`src/rtl/fetch_pc_ctrl.sv`:
```
// Fetch PC controller: owns the architectural PC, keeps at most one IMEM fetch in flight, hands words to decode.
// Latency: request accepted -> IMEM response (>=1 cycle) -> inst_valid on the following edge.
// Backpressure: request held with a stable address until imem_req_ready; fetched word held until inst_ready.
// Optional: define FETCH_PERF_CNT_EN to add the fetch_cnt / drop_cnt performance counters.
module fetch_pc_ctrl #(
    parameter logic [31:0] RESET_PC = 32'h0000_0000
) (
    input  logic        clk,
    input  logic        rstn,
    input  logic        redir_valid,
    input  logic [31:0] redir_pc,
    output logic        imem_req_valid,
    input  logic        imem_req_ready,
    output logic [31:0] imem_req_addr,
    input  logic        imem_rsp_valid,
    input  logic [31:0] imem_rsp_data,
    output logic        inst_valid,
    input  logic        inst_ready,
    output logic [31:0] inst,
    output logic [31:0] inst_pc,
    output logic [31:0] pc
`ifdef FETCH_PERF_CNT_EN
    ,
    output logic [31:0] fetch_cnt,
    output logic [31:0] drop_cnt
`endif
);

    typedef enum logic [1:0] {
        S_REQ  = 2'd0,
        S_WAIT = 2'd1,
        S_HOLD = 2'd2
    } state_t;

    // Low address bits are forced to zero so a misconfigured parameter still fetches word aligned.
    localparam logic [31:0] PC_INIT = {RESET_PC[31:2], 2'b00};

    state_t      r_state;
    logic [31:0] r_pc;
    logic [31:0] r_inst_pc;
    logic [31:0] r_inst;
    logic        r_drop;
    logic        r_req_vld;
    logic        r_inst_vld;

    state_t      w_state_nxt;
    logic [31:0] w_pc_nxt;
    logic [31:0] w_inst_pc_nxt;
    logic [31:0] w_inst_nxt;
    logic        w_drop_nxt;
    logic        w_req_fire;
    logic        w_handoff;

    // r_req_vld is only ever high in S_REQ, so it doubles as the "request live" qualifier.
    assign w_req_fire = r_req_vld && imem_req_ready;
    assign w_handoff  = r_inst_vld && inst_ready;

    // State register plus all datapath registers; valids are registered copies of the next state.
    always_ff @(posedge clk or negedge rstn) begin
        if (!rstn) begin
            r_state    <= S_REQ;
            r_pc       <= PC_INIT;
            r_inst_pc  <= 32'h0;
            r_inst     <= 32'h0;
            r_drop     <= 1'b0;
            r_req_vld  <= 1'b0;
            r_inst_vld <= 1'b0;
        end else begin
            r_state    <= w_state_nxt;
            r_pc       <= w_pc_nxt;
            r_inst_pc  <= w_inst_pc_nxt;
            r_inst     <= w_inst_nxt;
            r_drop     <= w_drop_nxt;
            r_req_vld  <= (w_state_nxt == S_REQ);
            r_inst_vld <= (w_state_nxt == S_HOLD);
        end
    end

    // Next-state logic: sequential fetch, response capture, and redirect/squash handling.
    always_comb begin
        w_state_nxt   = r_state;
        w_pc_nxt      = r_pc;
        w_inst_pc_nxt = r_inst_pc;
        w_inst_nxt    = r_inst;
        w_drop_nxt    = r_drop;
        case (r_state)
            S_REQ: begin
                if (w_req_fire) begin
                    w_inst_pc_nxt = r_pc;
                    w_pc_nxt      = r_pc + 32'd4;
                    w_state_nxt   = S_WAIT;
                    // The old-path request is already in flight; its response must be thrown away.
                    if (redir_valid) begin
                        w_drop_nxt = 1'b1;
                    end
                end
            end
            S_WAIT: begin
                if (imem_rsp_valid) begin
                    if (r_drop || redir_valid) begin
                        w_drop_nxt  = 1'b0;
                        w_state_nxt = S_REQ;
                    end else begin
                        w_inst_nxt  = imem_rsp_data;
                        w_state_nxt = S_HOLD;
                    end
                end else if (redir_valid) begin
                    w_drop_nxt = 1'b1;
                end
            end
            S_HOLD: begin
                // A same-cycle handoff still completes; otherwise a redirect squashes the held word.
                if (w_handoff || redir_valid) begin
                    w_state_nxt = S_REQ;
                end
            end
            default: begin
                w_state_nxt = S_REQ;
            end
        endcase
        // Redirect target always overrides the sequential increment; last redirect wins.
        if (redir_valid) begin
            w_pc_nxt = redir_pc & ~32'd3;
        end
    end

    assign imem_req_valid = r_req_vld;
    assign imem_req_addr  = r_pc;
    assign inst_valid     = r_inst_vld;
    assign inst           = r_inst;
    assign inst_pc        = r_inst_pc;
    assign pc             = r_pc;

`ifdef FETCH_PERF_CNT_EN
    logic        w_rsp_discard;
    logic        w_hold_squash;
    logic [31:0] r_fetch_cnt;
    logic [31:0] r_drop_cnt;

    assign w_rsp_discard = (r_state == S_WAIT) && imem_rsp_valid && (r_drop || redir_valid);
    assign w_hold_squash = r_inst_vld && redir_valid && !inst_ready;

    // Performance counters: delivered instructions and wrong-path words thrown away; both wrap.
    always_ff @(posedge clk or negedge rstn) begin
        if (!rstn) begin
            r_fetch_cnt <= 32'h0;
            r_drop_cnt  <= 32'h0;
        end else begin
            if (w_handoff) begin
                r_fetch_cnt <= r_fetch_cnt + 32'd1;
            end
            if (w_rsp_discard || w_hold_squash) begin
                r_drop_cnt <= r_drop_cnt + 32'd1;
            end
        end
    end

    assign fetch_cnt = r_fetch_cnt;
    assign drop_cnt  = r_drop_cnt;
`endif

endmodule

```
`config.mk`:
```
export PLATFORM = sky130hd
export DESIGN_NAME = fetch_pc_ctrl
export DESIGN_NICKNAME = d
export VERILOG_FILES = /design/src/rtl/fetch_pc_ctrl.sv
export SDC_FILE = /design/constraint.sdc
export NUM_CORES = 1
export LEC_CHECK = 0
export BUFFER_PORTS_ARGS = -buffer_cell sky130_fd_sc_hd__buf_2
export CORE_MARGIN = 2
export CORE_UTILIZATION = 40
export CTS_CLUSTER_DIAMETER = 100
export DETAILED_ROUTE_END_ITERATION = 8
export PLACE_DENSITY = 0.69
export SLEW_MARGIN = 25
export SYNTH_ARGS = -nofsm -noshare
export SYNTH_HDL_FRONTEND = slang
export SYNTH_SLANG_ARGS = --single-unit
```
`constraint.sdc`:
```
create_clock -name clk -period 2.3 [get_ports clk]
set_input_delay 0.345 -clock clk [delete_from_list [all_inputs] [get_ports clk]]
set_output_delay 0.345 -clock clk [all_outputs]
set_load 0.05 [all_outputs]
```
==> flow_metrics.tcl, run 1 <==
set metrics [dict create \
    power_density_nw_per_um2 1471 \
    worst-path-buf-inv 0 \
    cts_made_buffers 9 \
    critPathMaxStageDelay_ns 0.46 \
    track_usage_pct 19.05 \
    tns_ns 0 \
    rows 38 \
    cp-start-kind "flip-flop" \
    cp_slowest_cell "dfrtp_1" \
    worstPathArrival_ns 2.21 \
    drv_cap 0 \
    async_reset_ff_share_pct 100.0 \
    p_leak_nw 2.948 \
    ys.flop_type "dfrtp_1" \
    clk_pin_slew_worst_paths_ns 0.07 \
    ioPinCount 200 \
    viasPerCell 4.944 \
    grt_pass1_vias 3564 \
    postSynthRegisterBits 97 \
    die_h_um 110.3 \
    wl_per_cell_um 15.10 \
    gp_congestion 0.7870 \
    synth_cell_type_count 38 \
    setup_viol 0 \
    antenna_cells 0 \
    min_period_ns 1.991 \
    ir_drop_uv 1025 \
    clock-sinks 97 \
    crit_path_cell_trace "ha_1 -> and4_1 -> nand4_1 -> nor3_1 -> xor2_1 -> mux2_2" \
    drc_errors 0 \
    cts_resized 0 \
    path_class "flip-flop to flip-flop" \
    cp_top_family "simple AND/OR/NAND/NOR gates" \
    root_buffer "clkbuf_16" \
    end_kind "flip-flop" \
    drv_slew 0 \
    hpwl_mm 8.584 \
    rsz0062_at_grt "no" \
    drt-initial-drc-count 193 \
    core-area_um2 10940 \
    initial_core_util_pct 41.33 \
    synth_edf_count 0 \
    routed_wl_mm 11.33 \
    io_buffers 191 \
    finalPower_mw 8.450 \
    first_pass_iters 4 \
    overflow 0 \
    synth_seq_area_share_pct 53.71 \
    tritoncts "built" \
    cp.required_ns 2.52 \
    syn_area_um2 4519 \
    nets 676 \
    antenna_found_initial 1 \
    hold_class "input pin to flip-flop" \
    ys.warnings.count 0 \
    finalHoldViolCount 0 \
    htree_levels 3 \
    timing.fmax_mhz 502.2 \
    stdcell_count 750 \
    outcome "finished, final reports clean" \
    synthCells 443 \
    die_w_um 110.3 \
    period_share_pct 86.58 \
    holdWs_ns 0.1962 \
    skew_ns 0.007479 \
    layout_setup_ws_ns 0.3087 \
    pre_cts_ws_ns 0.3171 \
    die-area_um2 12170 \
    vias 3708 \
    worst-path-max-fanout 7 \
    antenna_left 0 \
    layout-drive-gt1-share_pct 42.30 \
    clockBufferDepth 2 \
    placed_cells 733 \
    grt_pass1_wl_mm 17.52 \
    avgSynthCellArea_um2 10.20 \
    grt_max_degree 51 \
    clk_latency_ns 0.34 \
    syn_to_final_growth_pct 27.10 \
]
state kept, by name (all words and copies together), names as in the netlist:
signal and cells:
imem_req_valid 1, r_drop 1, r_state 2, inst_valid 1, imem_req_addr 30, inst_pc 30
inst 32
where the power goes:
group          switching, mW  internal (mW)
clock network          0.643          0.986
logic                   3.16          0.968
registers              0.385           2.31
what timing repair did:
| action | in CTS | in global routing |
|---|---|---|
| setup buffers | 0 | 0 |
| endpoints found under the hold margin | 15 | 0 |
| hold buffers | 1 | 0 |
stage by stage:
step,cell area (µm²),util (%)
5_1_grt,5744,52.53
3_5_place_dp,5405,49.43
3_3_place_gp,5405,49.43
4_1_cts,5744,52.53
2_1_floorplan,4538,-
6_report,5744,52.53
Yosys cell counts, drive strengths merged (2+ instances only):
cell / instances / area [µm²]
nand2: 123 / 461.7
dfrtp: 97 / 2427
buf: 44 / 314.0
mux2: 34 / 382.9
o21ai: 30 / 150.1
xor2: 16 / 140.1
nand3: 15 / 75.07
nand4: 14 / 93.84
clkbuf: 12 / 45.04
xnor2: 10 / 87.58
nor2: 8 / 30.03
nor4: 7 / 77.58
and4: 5 / 43.79
nor3: 5 / 25.02
a21oi: 2 / 10.01
a31oi: 2 / 12.51
and2: 2 / 12.51
and3: 2 / 12.51
inv: 2 / 7.510
path summary, 6_finish.rpt:
check,depth (start not counted),slack [ns],from,endpoint
setup / recovery,6,0.31,imem_req_addr[2],imem_req_addr[18]
hold / removal,2,0.20,imem_rsp_valid,r_drop
setup reg to reg,6,0.31,imem_req_addr[2],imem_req_addr[18]
hold reg to reg,2,0.47,inst_pc[13],inst_pc[13]
max in group asynchronous,3,1.15,rstn,inst_pc[17]
min in group asynchronous,2,0.42,rstn,inst_pc[13]
cell usage in the layout, fill, tap and decap left out, drive strengths merged, types with 2 or more instances in the layout:
master and count:
clkinv 2, and4 5, and3 2, mux2 34, a21oi 2, nand2 123
conb 6, buf 201, xor2 16, nor3 5, a31oi 2, bufinv 2
nor2 8, and2 2, nor4 7, dfrtp 97, clkbuf 10, nand3 15
o21ai 30, nand4 14, inv 3, xnor2 10
final cells by class:
class                      instances  area (µm²)
clock buffer                      10       239.0
clock inverter                     6       90.09
fill                            1022        5191
inverter                           2       7.507
multi-input combinational        293        1749
sequential                        97        2427
tap                              140       175.2
timing repair buffer             202        1056
layer usage:
metal	global-route usage, %	vias to the layer above	share of wire [%]
li1	-	1774	-
met1	23.78	1778	42
met2	30.72	143	48
met3	7.584	11	8.8
met4	5.357	2	1.0
met5	0	-	0.097
logic make-up after synthesis:
kind of cell    after synthesis  synth area share [%]
xor+xnor                     26                 5.039
flops                        97                 53.71
fa+ha+maj                     1                0.2768
other cells                   1               0.08298
compound gates               38                 4.541
buf+inv                      58                 8.112
mux                          35                 8.693
simple gates                187                 19.55
(Power assumes the default switching activity.)
==> run 2, diff against run 1 <==
==> constraint.sdc (replaced) <==
create_clock -name clk -period 2.3 [get_ports clk]
set_input_delay 0.23 -clock clk [delete_from_list [all_inputs] [get_ports clk]]
set_output_delay 0.23 -clock clk [all_outputs]
set_load 0.05 [all_outputs]
==> run 2 against run 1 <==
The run now ends with hold timing left. Worst setup slack improved by 0.0070 ns. First-iteration DRC count rose by 11%. Flip-flop and latch count did not move. Combinational power barely moved. Fmax rose by 0.35%. Count of clock-buffer cells in the layout rose by 1. Critical path type unchanged.
==> flow_metrics.tcl, run 2 (synthesis gave the netlist of run 1 again) <==
set metrics [dict create \
    outcome "finished with violations" \
    violations "hold timing" \
    reg2reg_slack_ns 0.32 \
    end_kind "flip-flop" \
    antenna_left 0 \
    die-area_um2 12170 \
    hpwl_mm 8.366 \
    grt_max_degree 52 \
    slew_headroom_pct 56.01 \
    final_area_um2 5714 \
    critical_path.endpoint "imem_req_addr[18]" \
    vias 3722 \
    seq_area_um2 2427 \
    placed_cells 733 \
    rows 38 \
    io_buffers 191 \
    placed_cell_area_um2 5393 \
    layout_common_cells "buf_2 (190), nand2_1 (123), dfrtp_1 (97)" \
    min_period_ns 1.984 \
    path_class "flip-flop to flip-flop" \
    r2r_start "imem_req_addr[2]" \
    drv_slew 0 \
    startpoint "imem_req_addr[2]" \
    cts_made_buffers 9 \
    clock-sinks 97 \
    root_buffer "clkbuf_16" \
    finalHoldViolCount 17 \
    power.share.clock_pct 19.1 \
    clk_pin_slew_worst_paths_ns 0.06 \
    tritoncts "built" \
    holdWs_ns -0.01659 \
    viasPerCell 4.969 \
    period_share_pct 86.27 \
    power.share.combinational_pct 48.9 \
    die_h_um 110.3 \
    track_usage_pct 19.13 \
    internal_power_mw 4.252 \
    drv_cap 0 \
    layout_commonest_cell "buf_2" \
    cts_resized 0 \
    layout_setup_ws_ns 0.3157 \
    power_frac_seq_pct 32.0 \
    worst-path-max-fanout 7 \
    switchingPower_mw 4.191 \
    power_density_nw_per_um2 1477 \
    layout-drive-gt1-share_pct 42.20 \
    worst_slew_pin_slew_ns 0.6598 \
    pre_cts_ws_ns 0.3463 \
    nets 675 \
    clk_latency_ns 0.34 \
    initial_core_util_pct 41.33 \
    gp_congestion 0.7864 \
    antenna_found_initial 0 \
    cts.hold.buffers_added 0 \
    nFillCells 1035 \
    cp.required_ns 2.52 \
    ir_drop_uv 897.6 \
    drt-initial-drc-count 214 \
    routed_wl_mm 11.46 \
    clockBufferDepth 2 \
    setup_viol 0 \
    grt_pass1_wl_mm 17.83 \
    switching_share_pct 49.64 \
    rr_worst_depth 6 \
    htree_levels 3 \
    antenna_cells 0 \
    worstReg2RegEnd "imem_req_addr[18]" \
    ioPinCount 200 \
    p_leak_nw 2.940 \
    grt_pass1_vias 3569 \
    finalPower_mw 8.442 \
    wl_per_cell_um 15.31 \
    overflow 0 \
    cp-start-kind "flip-flop" \
    syn_to_final_growth_pct 26.44 \
    core-area_um2 10940 \
    timing.fmax_mhz 504.0 \
    skew_ns 0.005219 \
    rsz0062_at_grt "no" \
    tns_ns 0 \
    drc_errors 0 \
    worstPathArrival_ns 2.21 \
    largest_reg_flops 32 \
    first_pass_iters 4 \
    multi_input_area_um2 1749 \
    hold_class "input pin to asynchronous set/reset pin" \
    die_w_um 110.3 \
    cts_setup_buffers 0 \
    stdcell_count 749 \
]
run 2: cell types whose count changed in the layout (fill, tap and decap cells not counted), sizes merged:
cell and delta:
dlygate4sd3 -1, clkbuf +1, clkinv +1, inv -1
clkinvlp -1
run 2: power groups by stage:
stage | logic, mW | clock network (mW) | registers [mW]
global placement | 4.10 | 0 | 2.68
global route | 4.39 | 1.73 | 2.78
finish | 4.13 | 1.61 | 2.70
detailed placement | 4.16 | 0 | 2.72
floorplan | 1.19 | 0 | 4.72
CTS | 4.17 | 1.64 | 2.70
run 2: worst min-delay path by stage:
stage                                   end  slack [ns]  cells after the start
after CTS                       inst_pc[20]       0.009                      2
final                           inst_pc[20]       -0.02                      2
after floorplan           imem_req_addr[10]       -0.07                      0
after global placement          inst_pc[19]        0.37                      2
after global routing            inst_pc[20]        0.03                      2
after detailed placement        inst_pc[20]        0.37                      2
run 2: metrics by stage:
step	hold slack (ns)	util, %
2_1_floorplan	-0.06559	-
3_3_place_gp	0.3710	49.31
3_5_place_dp	0.3690	49.31
4_1_cts	0.009418	52.25
5_1_grt	0.02946	52.25
6_report	-0.01659	52.25
run 2: per-layer routing:
| metal | wire (µm) | vias to the layer above | GRT usage, % |
|---|---|---|---|
| met3 | 1073 | 6 | 7.466 |
| li1 | - | 1765 | - |
| met2 | 5431 | 160 | 31.03 |
| met1 | 4875 | 1791 | 24.08 |
| met4 | 82 | 0 | 4.732 |
| met5 | 0 | - | 0 |
run 2: area by class of cell:
class	count	area share, %
sequential	97	42.48
multi-input combinational	293	30.61
timing repair buffer	201	18.09
clock buffer	11	4.248
tap	140	3.065
clock inverter	5	1.379
inverter	2	0.1314
run 2: critical path: stages, from the launching register on:
cell     delay (ns)
dfrtp_1        0.47
ha_1           0.26
and4_1         0.29
nand4_1        0.22
nor3_1         0.24
xor2_1         0.11
mux2_2         0.28
